===== config.mk =====
export PLATFORM = sky130hd
export DESIGN_NAME = divide_restoring_param_flat
export DESIGN_NICKNAME = d
export VERILOG_FILES = /design/src/rtl/divide_restoring_param_pkg.sv /design/src/rtl/divide_restoring_param_if.sv /design/src/rtl/divide_restoring_param_step.sv /design/src/rtl/divide_restoring_param.sv /design/src/flat_wrapper.sv
export SDC_FILE = /design/constraint.sdc
export NUM_CORES = 1
export LEC_CHECK = 0
export ABC_AREA = 0
export CAP_MARGIN = 20
export CORE_ASPECT_RATIO = 1.1
export CORE_MARGIN = 2
export CORE_UTILIZATION = 30
export DETAILED_ROUTE_END_ITERATION = 12
export SLEW_MARGIN = 25
export SYNTH_ARGS = -nofsm -noshare
export SYNTH_HDL_FRONTEND = slang
export SYNTH_SLANG_ARGS = --single-unit

===== constraint.sdc =====
create_clock -name clk -period 6.4 [get_ports clk]
set_input_delay 1.28 -clock clk [delete_from_list [all_inputs] [get_ports clk]]
set_output_delay 1.28 -clock clk [all_outputs]
set_load 0.05 [all_outputs]

===== src/rtl/divide_restoring_param_pkg.sv =====
// Shared definitions for the parametrised restoring divider:
// FSM state type, default widths and the divide-by-zero quotient constant.
package divide_pkg;

   // Controller states: waiting, iterating, result held
   typedef enum logic [1:0] {
      IDLE = 2'd0,
      RUN  = 2'd1,
      DONE = 2'd2
   } div_state_t;

   localparam int DEF_DIVIDEND_W = 32;
   localparam int DEF_DIVISOR_W  = 16;

   // Widest dividend the divide-by-zero constant helper can describe
   localparam int DIV_MAX_W = 128;

   // Quotient reported for a zero divisor: all ones across the low w bits
   function automatic logic [DIV_MAX_W-1:0] div0_quotient(input int w);
      div0_quotient = ~({DIV_MAX_W{1'b1}} << w);
   endfunction

endpackage


===== src/rtl/divide_restoring_param_if.sv =====
// Request/result bundle between the integer ALU multi-cycle port (master)
// and the restoring divider (slave).
interface divide_restoring_param_if
   import divide_pkg::*;
#(
   parameter int DIVIDEND_W = DEF_DIVIDEND_W,
   parameter int DIVISOR_W  = DEF_DIVISOR_W
);
   localparam int CNT_W = $clog2(DIVIDEND_W);

   logic                  start;
   logic                  signed_op;
   logic [DIVIDEND_W-1:0] dividend;
   logic [DIVISOR_W-1:0]  divisor;
   logic [DIVIDEND_W-1:0] quotient;
   logic [DIVISOR_W-1:0]  remainder;
   logic                  busy;
   logic                  ready;
   logic                  div0;
   logic [CNT_W-1:0]      count;

   modport master (
      output start, signed_op, dividend, divisor,
      input  quotient, remainder, busy, ready, div0, count
   );

   modport slave (
      input  start, signed_op, dividend, divisor,
      output quotient, remainder, busy, ready, div0, count
   );

endinterface


===== src/rtl/divide_restoring_param_step.sv =====
// One combinational restoring-division step: shift the next dividend bit
// into the partial remainder, trial-subtract the divisor and either keep
// the difference (quotient bit 1) or restore the shifted value (bit 0).
module divide_step #(
   parameter int DIVISOR_W = 16
) (
   input  logic [DIVISOR_W:0]   prem_i,
   input  logic                 bit_i,
   input  logic [DIVISOR_W-1:0] divisor_i,
   output logic [DIVISOR_W:0]   prem_o,
   output logic                 qbit_o
);

   logic [DIVISOR_W:0]   shifted_s;
   logic [DIVISOR_W+1:0] trial_s;
   logic                 prem_msb_unused;

   // The partial remainder is always below the divisor, so its top bit is
   // zero on entry; only the shifted value needs the extra bit.
   assign prem_msb_unused = prem_i[DIVISOR_W];

   // Shift, trial subtract, and choose between difference and restore
   always_comb begin
      shifted_s = {prem_i[DIVISOR_W-1:0], bit_i};
      trial_s   = {1'b0, shifted_s} - {2'b00, divisor_i};
      qbit_o    = ~trial_s[DIVISOR_W+1];
      if (qbit_o) begin
         prem_o = trial_s[DIVISOR_W:0];
      end else begin
         prem_o = shifted_s;
      end
   end

endmodule


===== src/rtl/divide_restoring_param.sv =====
// Parametrised multi-cycle restoring divider, one quotient bit per clock.
// Optional feature macro: DIVIDE_SIGNED_EN (two's-complement operation
// selected per request by signed_op; unsigned-only when undefined).
module divide_restoring_param
   import divide_pkg::*;
#(
   parameter  int DIVIDEND_W = DEF_DIVIDEND_W,
   parameter  int DIVISOR_W  = DEF_DIVISOR_W,
   localparam int CNT_W      = $clog2(DIVIDEND_W)
) (
   input logic                     clk,
   input logic                     rst,
   divide_restoring_param_if.slave bus
);

   localparam logic [DIVIDEND_W-1:0] DIV0_QUO = DIVIDEND_W'(div0_quotient(DIVIDEND_W));
   localparam logic [CNT_W-1:0]      LAST_CNT = CNT_W'(DIVIDEND_W - 1);

   div_state_t            state_q, state_d;
   logic [DIVIDEND_W-1:0] dvd_q, dvd_d;          // dividend bits out, quotient bits in
   logic [DIVISOR_W-1:0]  dvs_q, dvs_d;          // divisor magnitude
   logic [DIVISOR_W:0]    prem_q, prem_d;        // partial remainder
   logic [CNT_W-1:0]      count_q, count_d;
   logic [DIVIDEND_W-1:0] quotient_q, quotient_d;
   logic [DIVISOR_W-1:0]  remainder_q, remainder_d;
   logic                  busy_q, busy_d;
   logic                  ready_q, ready_d;
   logic                  div0_q, div0_d;
   logic                  load_s;

   logic [DIVIDEND_W-1:0] dvd_mag_s;
   logic [DIVISOR_W-1:0]  dvs_mag_s;
   logic [DIVISOR_W:0]    prem_next_s;
   logic                  qbit_s;
   logic [DIVIDEND_W-1:0] quo_raw_s, quo_fin_s;
   logic [DIVISOR_W-1:0]  rem_raw_s, rem_fin_s;

   divide_step #(
      .DIVISOR_W (DIVISOR_W)
   ) u_step (
      .prem_i    (prem_q),
      .bit_i     (dvd_q[DIVIDEND_W-1]),
      .divisor_i (dvs_q),
      .prem_o    (prem_next_s),
      .qbit_o    (qbit_s)
   );

   // Result of the step taken on the final edge, before any sign fix-up
   assign quo_raw_s = {dvd_q[DIVIDEND_W-2:0], qbit_s};
   assign rem_raw_s = prem_next_s[DIVISOR_W-1:0];

`ifdef DIVIDE_SIGNED_EN
   logic dvd_neg_s, dvs_neg_s;
   logic neg_quo_q, neg_rem_q;

   assign dvd_neg_s = bus.signed_op & bus.dividend[DIVIDEND_W-1];
   assign dvs_neg_s = bus.signed_op & bus.divisor[DIVISOR_W-1];
   // The most negative value maps onto itself, which read unsigned is the
   // correct magnitude; MIN / -1 therefore wraps back to MIN naturally.
   assign dvd_mag_s = dvd_neg_s ? (~bus.dividend + DIVIDEND_W'(1)) : bus.dividend;
   assign dvs_mag_s = dvs_neg_s ? (~bus.divisor + DIVISOR_W'(1)) : bus.divisor;
   assign quo_fin_s = neg_quo_q ? (~quo_raw_s + DIVIDEND_W'(1)) : quo_raw_s;
   assign rem_fin_s = neg_rem_q ? (~rem_raw_s + DIVISOR_W'(1)) : rem_raw_s;

   // Remember the result signs of an accepted operation for the final edge
   always_ff @(posedge clk or posedge rst) begin
      if (rst) begin
         neg_quo_q <= 1'b0;
         neg_rem_q <= 1'b0;
      end else if (load_s) begin
         neg_quo_q <= dvd_neg_s ^ dvs_neg_s;
         neg_rem_q <= dvd_neg_s;
      end
   end
`else
   logic signed_op_unused;

   assign signed_op_unused = bus.signed_op;
   assign dvd_mag_s        = bus.dividend;
   assign dvs_mag_s        = bus.divisor;
   assign quo_fin_s        = quo_raw_s;
   assign rem_fin_s        = rem_raw_s;
`endif

   // State and datapath registers; reset discards any operation in flight
   always_ff @(posedge clk or posedge rst) begin
      if (rst) begin
         state_q     <= IDLE;
         dvd_q       <= DIVIDEND_W'(0);
         dvs_q       <= DIVISOR_W'(0);
         prem_q      <= (DIVISOR_W + 1)'(0);
         count_q     <= CNT_W'(0);
         quotient_q  <= DIVIDEND_W'(0);
         remainder_q <= DIVISOR_W'(0);
         busy_q      <= 1'b0;
         ready_q     <= 1'b0;
         div0_q      <= 1'b0;
      end else begin
         state_q     <= state_d;
         dvd_q       <= dvd_d;
         dvs_q       <= dvs_d;
         prem_q      <= prem_d;
         count_q     <= count_d;
         quotient_q  <= quotient_d;
         remainder_q <= remainder_d;
         busy_q      <= busy_d;
         ready_q     <= ready_d;
         div0_q      <= div0_d;
      end
   end

   // Next-state and datapath control: accept, iterate, publish result
   always_comb begin
      state_d     = state_q;
      dvd_d       = dvd_q;
      dvs_d       = dvs_q;
      prem_d      = prem_q;
      count_d     = count_q;
      quotient_d  = quotient_q;
      remainder_d = remainder_q;
      busy_d      = busy_q;
      ready_d     = ready_q;
      div0_d      = div0_q;
      load_s      = 1'b0;

      case (state_q)
         IDLE, DONE: begin
            if (bus.start) begin
               if (bus.divisor == DIVISOR_W'(0)) begin
                  // Zero divisor completes on the accepting edge
                  quotient_d  = DIV0_QUO;
                  remainder_d = bus.dividend[DIVISOR_W-1:0];
                  div0_d      = 1'b1;
                  ready_d     = 1'b1;
                  busy_d      = 1'b0;
                  count_d     = CNT_W'(0);
                  state_d     = DONE;
               end else begin
                  load_s  = 1'b1;
                  dvd_d   = dvd_mag_s;
                  dvs_d   = dvs_mag_s;
                  prem_d  = (DIVISOR_W + 1)'(0);
                  div0_d  = 1'b0;
                  ready_d = 1'b0;
                  busy_d  = 1'b1;
                  count_d = CNT_W'(0);
                  state_d = RUN;
               end
            end else begin
               state_d = state_q;
            end
         end

         RUN: begin
            dvd_d  = quo_raw_s;
            prem_d = prem_next_s;
            if (count_q == LAST_CNT) begin
               quotient_d  = quo_fin_s;
               remainder_d = rem_fin_s;
               busy_d      = 1'b0;
               ready_d     = 1'b1;
               count_d     = CNT_W'(0);
               state_d     = DONE;
            end else begin
               count_d = count_q + CNT_W'(1);
            end
         end

         default: begin
            state_d = IDLE;
            busy_d  = 1'b0;
            ready_d = 1'b0;
            count_d = CNT_W'(0);
         end
      endcase
   end

   assign bus.quotient  = quotient_q;
   assign bus.remainder = remainder_q;
   assign bus.busy      = busy_q;
   assign bus.ready     = ready_q;
   assign bus.div0      = div0_q;
   assign bus.count     = count_q;

endmodule


===== src/flat_wrapper.sv =====
// flat-port wrapper written by rule: the top's interface ports become plain ports
module divide_restoring_param_flat import divide_pkg::*;
#(
   parameter  int DIVIDEND_W = DEF_DIVIDEND_W,
   parameter  int DIVISOR_W  = DEF_DIVISOR_W,
   localparam int CNT_W      = $clog2(DIVIDEND_W)
)
  (clk, rst, bus_start, bus_signed_op, bus_dividend, bus_divisor, bus_quotient, bus_remainder, bus_busy, bus_ready, bus_div0, bus_count);
  divide_restoring_param_if #(.DIVIDEND_W(DIVIDEND_W), .DIVISOR_W(DIVISOR_W)) bus_i ();
  input logic clk;
  input logic rst;
  input wire logic [$bits(bus_i.start)-1:0] bus_start;
  input wire logic [$bits(bus_i.signed_op)-1:0] bus_signed_op;
  input wire logic [$bits(bus_i.dividend)-1:0] bus_dividend;
  input wire logic [$bits(bus_i.divisor)-1:0] bus_divisor;
  output wire logic [$bits(bus_i.quotient)-1:0] bus_quotient;
  output wire logic [$bits(bus_i.remainder)-1:0] bus_remainder;
  output wire logic [$bits(bus_i.busy)-1:0] bus_busy;
  output wire logic [$bits(bus_i.ready)-1:0] bus_ready;
  output wire logic [$bits(bus_i.div0)-1:0] bus_div0;
  output wire logic [$bits(bus_i.count)-1:0] bus_count;
  assign bus_i.start = bus_start;
  assign bus_i.signed_op = bus_signed_op;
  assign bus_i.dividend = bus_dividend;
  assign bus_i.divisor = bus_divisor;
  assign bus_quotient = bus_i.quotient;
  assign bus_remainder = bus_i.remainder;
  assign bus_busy = bus_i.busy;
  assign bus_ready = bus_i.ready;
  assign bus_div0 = bus_i.div0;
  assign bus_count = bus_i.count;
  divide_restoring_param #(.DIVIDEND_W(DIVIDEND_W), .DIVISOR_W(DIVISOR_W)) u_core (.clk(clk), .rst(rst), .bus(bus_i));
endmodule

==> flow_metrics.env <==
export IMPL_synth_seq_cells=120
export IMPL_drtAntennaViolNets=0
export IMPL_critical_path_reg2reg_startpoint="u_core.state_q[0]"
export IMPL_reg2regPathDepth=7
export IMPL_synth_area_um2=6292
export IMPL_antennaDiodeCount=0
export IMPL_report_final_slew_viol_count=0
export IMPL_grt_pass1_vias=5136
export IMPL_post_cts_resize_count=0
export IMPL_period_needed_ns=3.516
export IMPL_timing_critical_path_fanout_max=50
export IMPL_post_route_cells_drive_above_1_share_pct=6.807
export IMPL_p_clk_share_pct=19.0
export IMPL_critPathArrivalTime_ns=3.81
export IMPL_syn2layout_area_growth_pct=28.95
export IMPL_netlist_top_cells_area="sky130_fd_sc_hd__dfrtp_1, sky130_fd_sc_hd__nand2_1, sky130_fd_sc_hd__nor2_1, sky130_fd_sc_hd__o21ai_0, sky130_fd_sc_hd__a21oi_1"
export IMPL_power_leakage_nw=3.322
export IMPL_synth_top_cell_area_share_pct=47.72
export IMPL_crit_path_start_kind="input port"
export IMPL_clk_pin_slew_worst_paths_ns=0.05
export IMPL_cts_repair_timing_setup_buffer_count=0
export IMPL_whs_ns=0.5149
export IMPL_maxSlewHeadroom_pct=32.21
export IMPL_yosys_area_top_type="sky130_fd_sc_hd__dfrtp_1"
export IMPL_grt_setup_unrepaired="no"
export IMPL_place_hpwl_um=11140
export IMPL_cts_hold_buf=0
export IMPL_detailroute_via_count=5459
export IMPL_cap_violations=0
export IMPL_tritoncts="built"
export IMPL_ff_latch_area_um2=3003
export IMPL_min_delay_path_class="reg -> reg"
export IMPL_postRouteWirelength_um=16750
export IMPL_post_drt_wl_per_cell_um=15.75
export IMPL_worst_setup_path_type="in -> reg"
export IMPL_globalRoute_busiestLayer="met2"
export IMPL_drc=0
export IMPL_nets=867
export IMPL_synth_async_sr_flop_share_pct=100.0
export IMPL_power_total_w=0.005331
export IMPL_drt_pass1_iterations=4
export IMPL_yosys_cell_types_count=60
export IMPL_ctsLongestPathBuffers=2
export IMPL_reg2reg_setup_slack_ns=2.92
export IMPL_post_synth_cell_area_avg_um2=8.776
export IMPL_total_switching_power_w=0.002497
export IMPL_timing_worst_slew_pin_value_ns=1.017
export IMPL_floorplan_initialDensity_pct=30.58
export IMPL_syn_inst=717
export IMPL_crit_reg2reg_capture="u_core.bus.remainder[11]"
export IMPL_yosys_warnings=0
export IMPL_yosys_most_used_dff="sky130_fd_sc_hd__dfrtp_1"
export IMPL_fin_tns_setup_ns=0
export IMPL_p_sw_share_pct=46.84
export IMPL_setup_violations_final=0
export IMPL_met2_usage_pct=23.79
export IMPL_grt_remaining_overflow=0
export IMPL_buffer_ports_inserted=106
export IMPL_clock_tree_htree_level_count=4
export IMPL_grt_use_met3_pct=3.254
export IMPL_power_ir_vdd_worst_mv=0.2518
export IMPL_timing_hold_worst_start="u_core.bus.count[4]"
export IMPL_synth_sequential_area_ratio_pct=47.72
export IMPL_fmax_mhz=284.4
export IMPL_seq_power_share_pct=24.8
export IMPL_grt_resource_usage_total_pct=15.42
export IMPL_cell_internal_pwr_w=0.002834
export IMPL_clock_tree_root_cell="sky130_fd_sc_hd__clkbuf_16"
export IMPL_synthesis_nets=788
export IMPL_worst_clk_skew_ns=0.008590
export IMPL_antenna_found_initial=0
export IMPL_cp_end_kind="flop"
export IMPL_timing_hold_worst_path_depth=2
export IMPL_finalWeightedCongestion=0.8452
export IMPL_initialDrtViolationCount=290
export IMPL_drt_vias_per_instance=5.131
export IMPL_whs_endpoint="u_core.bus.count[4]"
export IMPL_outcome="completed"
export IMPL_design_core_area_um2=20580
export IMPL_worstSkewPairLatency_ns=0.42
export IMPL_power_per_cell_area_nw_per_um2=657.1
export IMPL_finalHoldViolCount=0
export IMPL_pwr_share_comb_pct=56.2
export IMPL_ioPinCount=108
export IMPL_die_area_um2=22150
export IMPL_tritoncts_num_buffers=17
export IMPL_multi_input_comb_area_um2=2973
export IMPL_sinks_on_clock_net=120
export IMPL_die_width_um=142.1
export IMPL_global_route_wire_length_before_repair_um=27070
export IMPL_grt_start_max_net_pins=105
export IMPL_fp_dieH_um=155.9
export IMPL_synth_enable_flop_cells=0
export IMPL_grtUsageMet1_pct=21.16
export IMPL_n_fill_cell=2063
export IMPL_period_share_pct=54.94
export IMPL_timing_critical_path_required_ns=6.69
export IMPL_floorplan_rows=55
-- power by group through the flow --
| stage | Clock, W | Combinational (W) | Sequential (W) |
|---|---|---|---|
| after floorplan | 0 | 0.00185 | 0.00172 |
| after global placement | 0 | 0.00294 | 0.00133 |
| after detailed placement | 0 | 0.00297 | 0.00134 |
| after CTS | 0.00103 | 0.00298 | 0.00133 |
| after global routing | 0.00107 | 0.00329 | 0.00137 |
| final | 0.00101 | 0.00300 | 0.00132 |
-- placed cells by master (no fill, tap or decap), types with 2 or more instances in the layout --
cell type	Yosys	layout
sky130_fd_sc_hd__dfrtp_1	120	120
sky130_fd_sc_hd__nand2_1	117	117
sky130_fd_sc_hd__clkdlybuf4s50_1	0	106
sky130_fd_sc_hd__nor2_1	82	81
sky130_fd_sc_hd__o21ai_0	53	53
sky130_fd_sc_hd__a21oi_1	52	52
sky130_fd_sc_hd__a31oi_1	41	41
sky130_fd_sc_hd__nand3_1	27	27
sky130_fd_sc_hd__inv_1	21	20
sky130_fd_sc_hd__ha_1	18	18
sky130_fd_sc_hd__clkbuf_16	0	17
sky130_fd_sc_hd__o31ai_1	15	15
sky130_fd_sc_hd__o211ai_1	11	11
sky130_fd_sc_hd__nand4_1	10	10
sky130_fd_sc_hd__a21o_1	9	9
sky130_fd_sc_hd__nor3_1	9	9
sky130_fd_sc_hd__xor2_1	7	7
sky130_fd_sc_hd__and3_1	6	6
sky130_fd_sc_hd__nor4_1	5	5
sky130_fd_sc_hd__nand2b_1	6	5
sky130_fd_sc_hd__o21ai_1	5	5
sky130_fd_sc_hd__xnor2_1	4	4
sky130_fd_sc_hd__bufinv_16	0	4
sky130_fd_sc_hd__buf_4	7	4
sky130_fd_sc_hd__mux2i_1	3	3
sky130_fd_sc_hd__clkinvlp_4	0	3
sky130_fd_sc_hd__clkinv_2	0	3
sky130_fd_sc_hd__and4_1	2	2
sky130_fd_sc_hd__or2_2	3	2
sky130_fd_sc_hd__a211oi_1	2	2
sky130_fd_sc_hd__o21a_1	2	2
sky130_fd_sc_hd__and2_1	2	2
sky130_fd_sc_hd__nor2b_1	2	2
sky130_fd_sc_hd__o311a_1	2	2
sky130_fd_sc_hd__a41oi_1	2	2
sky130_fd_sc_hd__o31a_1	2	2
-- cell usage after synthesis (7+ instances only) --
library cell                 n
sky130_fd_sc_hd__a21o_1      9
sky130_fd_sc_hd__a21oi_1    52
sky130_fd_sc_hd__a31oi_1    41
sky130_fd_sc_hd__buf_2      21
sky130_fd_sc_hd__buf_4       7
sky130_fd_sc_hd__clkbuf_1   20
sky130_fd_sc_hd__dfrtp_1   120
sky130_fd_sc_hd__ha_1       18
sky130_fd_sc_hd__inv_1      21
sky130_fd_sc_hd__nand2_1   117
sky130_fd_sc_hd__nand3_1    27
sky130_fd_sc_hd__nand4_1    10
sky130_fd_sc_hd__nor2_1     82
sky130_fd_sc_hd__nor3_1      9
sky130_fd_sc_hd__o211ai_1   11
sky130_fd_sc_hd__o21ai_0    53
sky130_fd_sc_hd__o31ai_1    15
sky130_fd_sc_hd__xor2_1      7
-- worst max path at each step --
stage	start	slack, ns	depth (start not counted)	to
2_1_floorplan	rst	1.93	1	u_core.bus.count[0]
3_3_place_gp	bus_divisor[12]	2.39	8	u_core.bus.remainder[11]
3_5_place_dp	bus_divisor[12]	2.36	8	u_core.bus.remainder[11]
4_1_cts	bus_divisor[12]	2.79	8	u_core.bus.remainder[11]
5_1_grt	bus_divisor[12]	2.62	8	u_core.bus.remainder[11]
6_report	bus_divisor[12]	2.88	8	u_core.bus.remainder[11]
-- state kept, by name (all words and copies together) (netlist names) --
name                  cells
u_core.dvd_q             32
u_core.prem_q            16
u_core.bus.remainder     16
u_core.bus.div0           1
u_core.bus.quotient      32
u_core.dvs_q             16
u_core.bus.count          5
u_core.state_q            2
-- kinds of logic after synthesis --
logic type      after synthesis  share of synthesized area, %
buf+inv                      72                         5.488
fa+ha+maj                    19                         3.897
mux                           3                        0.4773
flops                       120                         47.72
compound gates              210                         21.02
xor+xnor                     11                         1.531
simple gates                282                         19.87
-- area by class of cell --
type                            count  area share (%)
Clock inverter                     12           2.159
Timing Repair Buffer              111           13.79
Clock buffer                       19           5.459
Sequential cell                   120           37.01
Inverter                           21           1.002
Tap cell                          256           3.948
Multi-Input combinational cell    525           36.64
-- stage by stage --
| stage | utilization, % | worst slack (ns) | cells | instance area, um2 |
|---|---|---|---|---|
| 3_5_place_dp | 36.28 | 2.364 | 1032 | 7466 |
| 4_1_cts | 39.29 | 2.792 | 1063 | 8084 |
| 5_1_grt | 39.43 | 2.623 | 1064 | 8114 |
| 6_report | 39.43 | 2.884 | 1064 | 8114 |
| 3_3_place_gp | 36.28 | 2.389 | 1032 | 7466 |
| 2_1_floorplan | - | 1.934 | 717 | 6292 |
-- routing by layer --
layer  share of wire, %  vias to the layer above  wire [um]
li1                   -                     2699          -
met1                 48                     2599       8027
met2                 45                      140       7585
met3                4.7                       21        783
met4                2.1                        0        357
met5                  0                        -          0
-- critical path, stage by stage --
cell and delay, ns:
sky130_fd_sc_hd__clkdlybuf4s50_1 0.42, sky130_fd_sc_hd__nor4_1 0.33, sky130_fd_sc_hd__and4_1 0.44, sky130_fd_sc_hd__a2bb2oi_4 0.44, sky130_fd_sc_hd__buf_4 0.49, sky130_fd_sc_hd__nand2b_1 0.17
sky130_fd_sc_hd__o311a_1 0.14, sky130_fd_sc_hd__o21ai_0 0.07
Note: power is estimated with default switching activity, not from simulation.
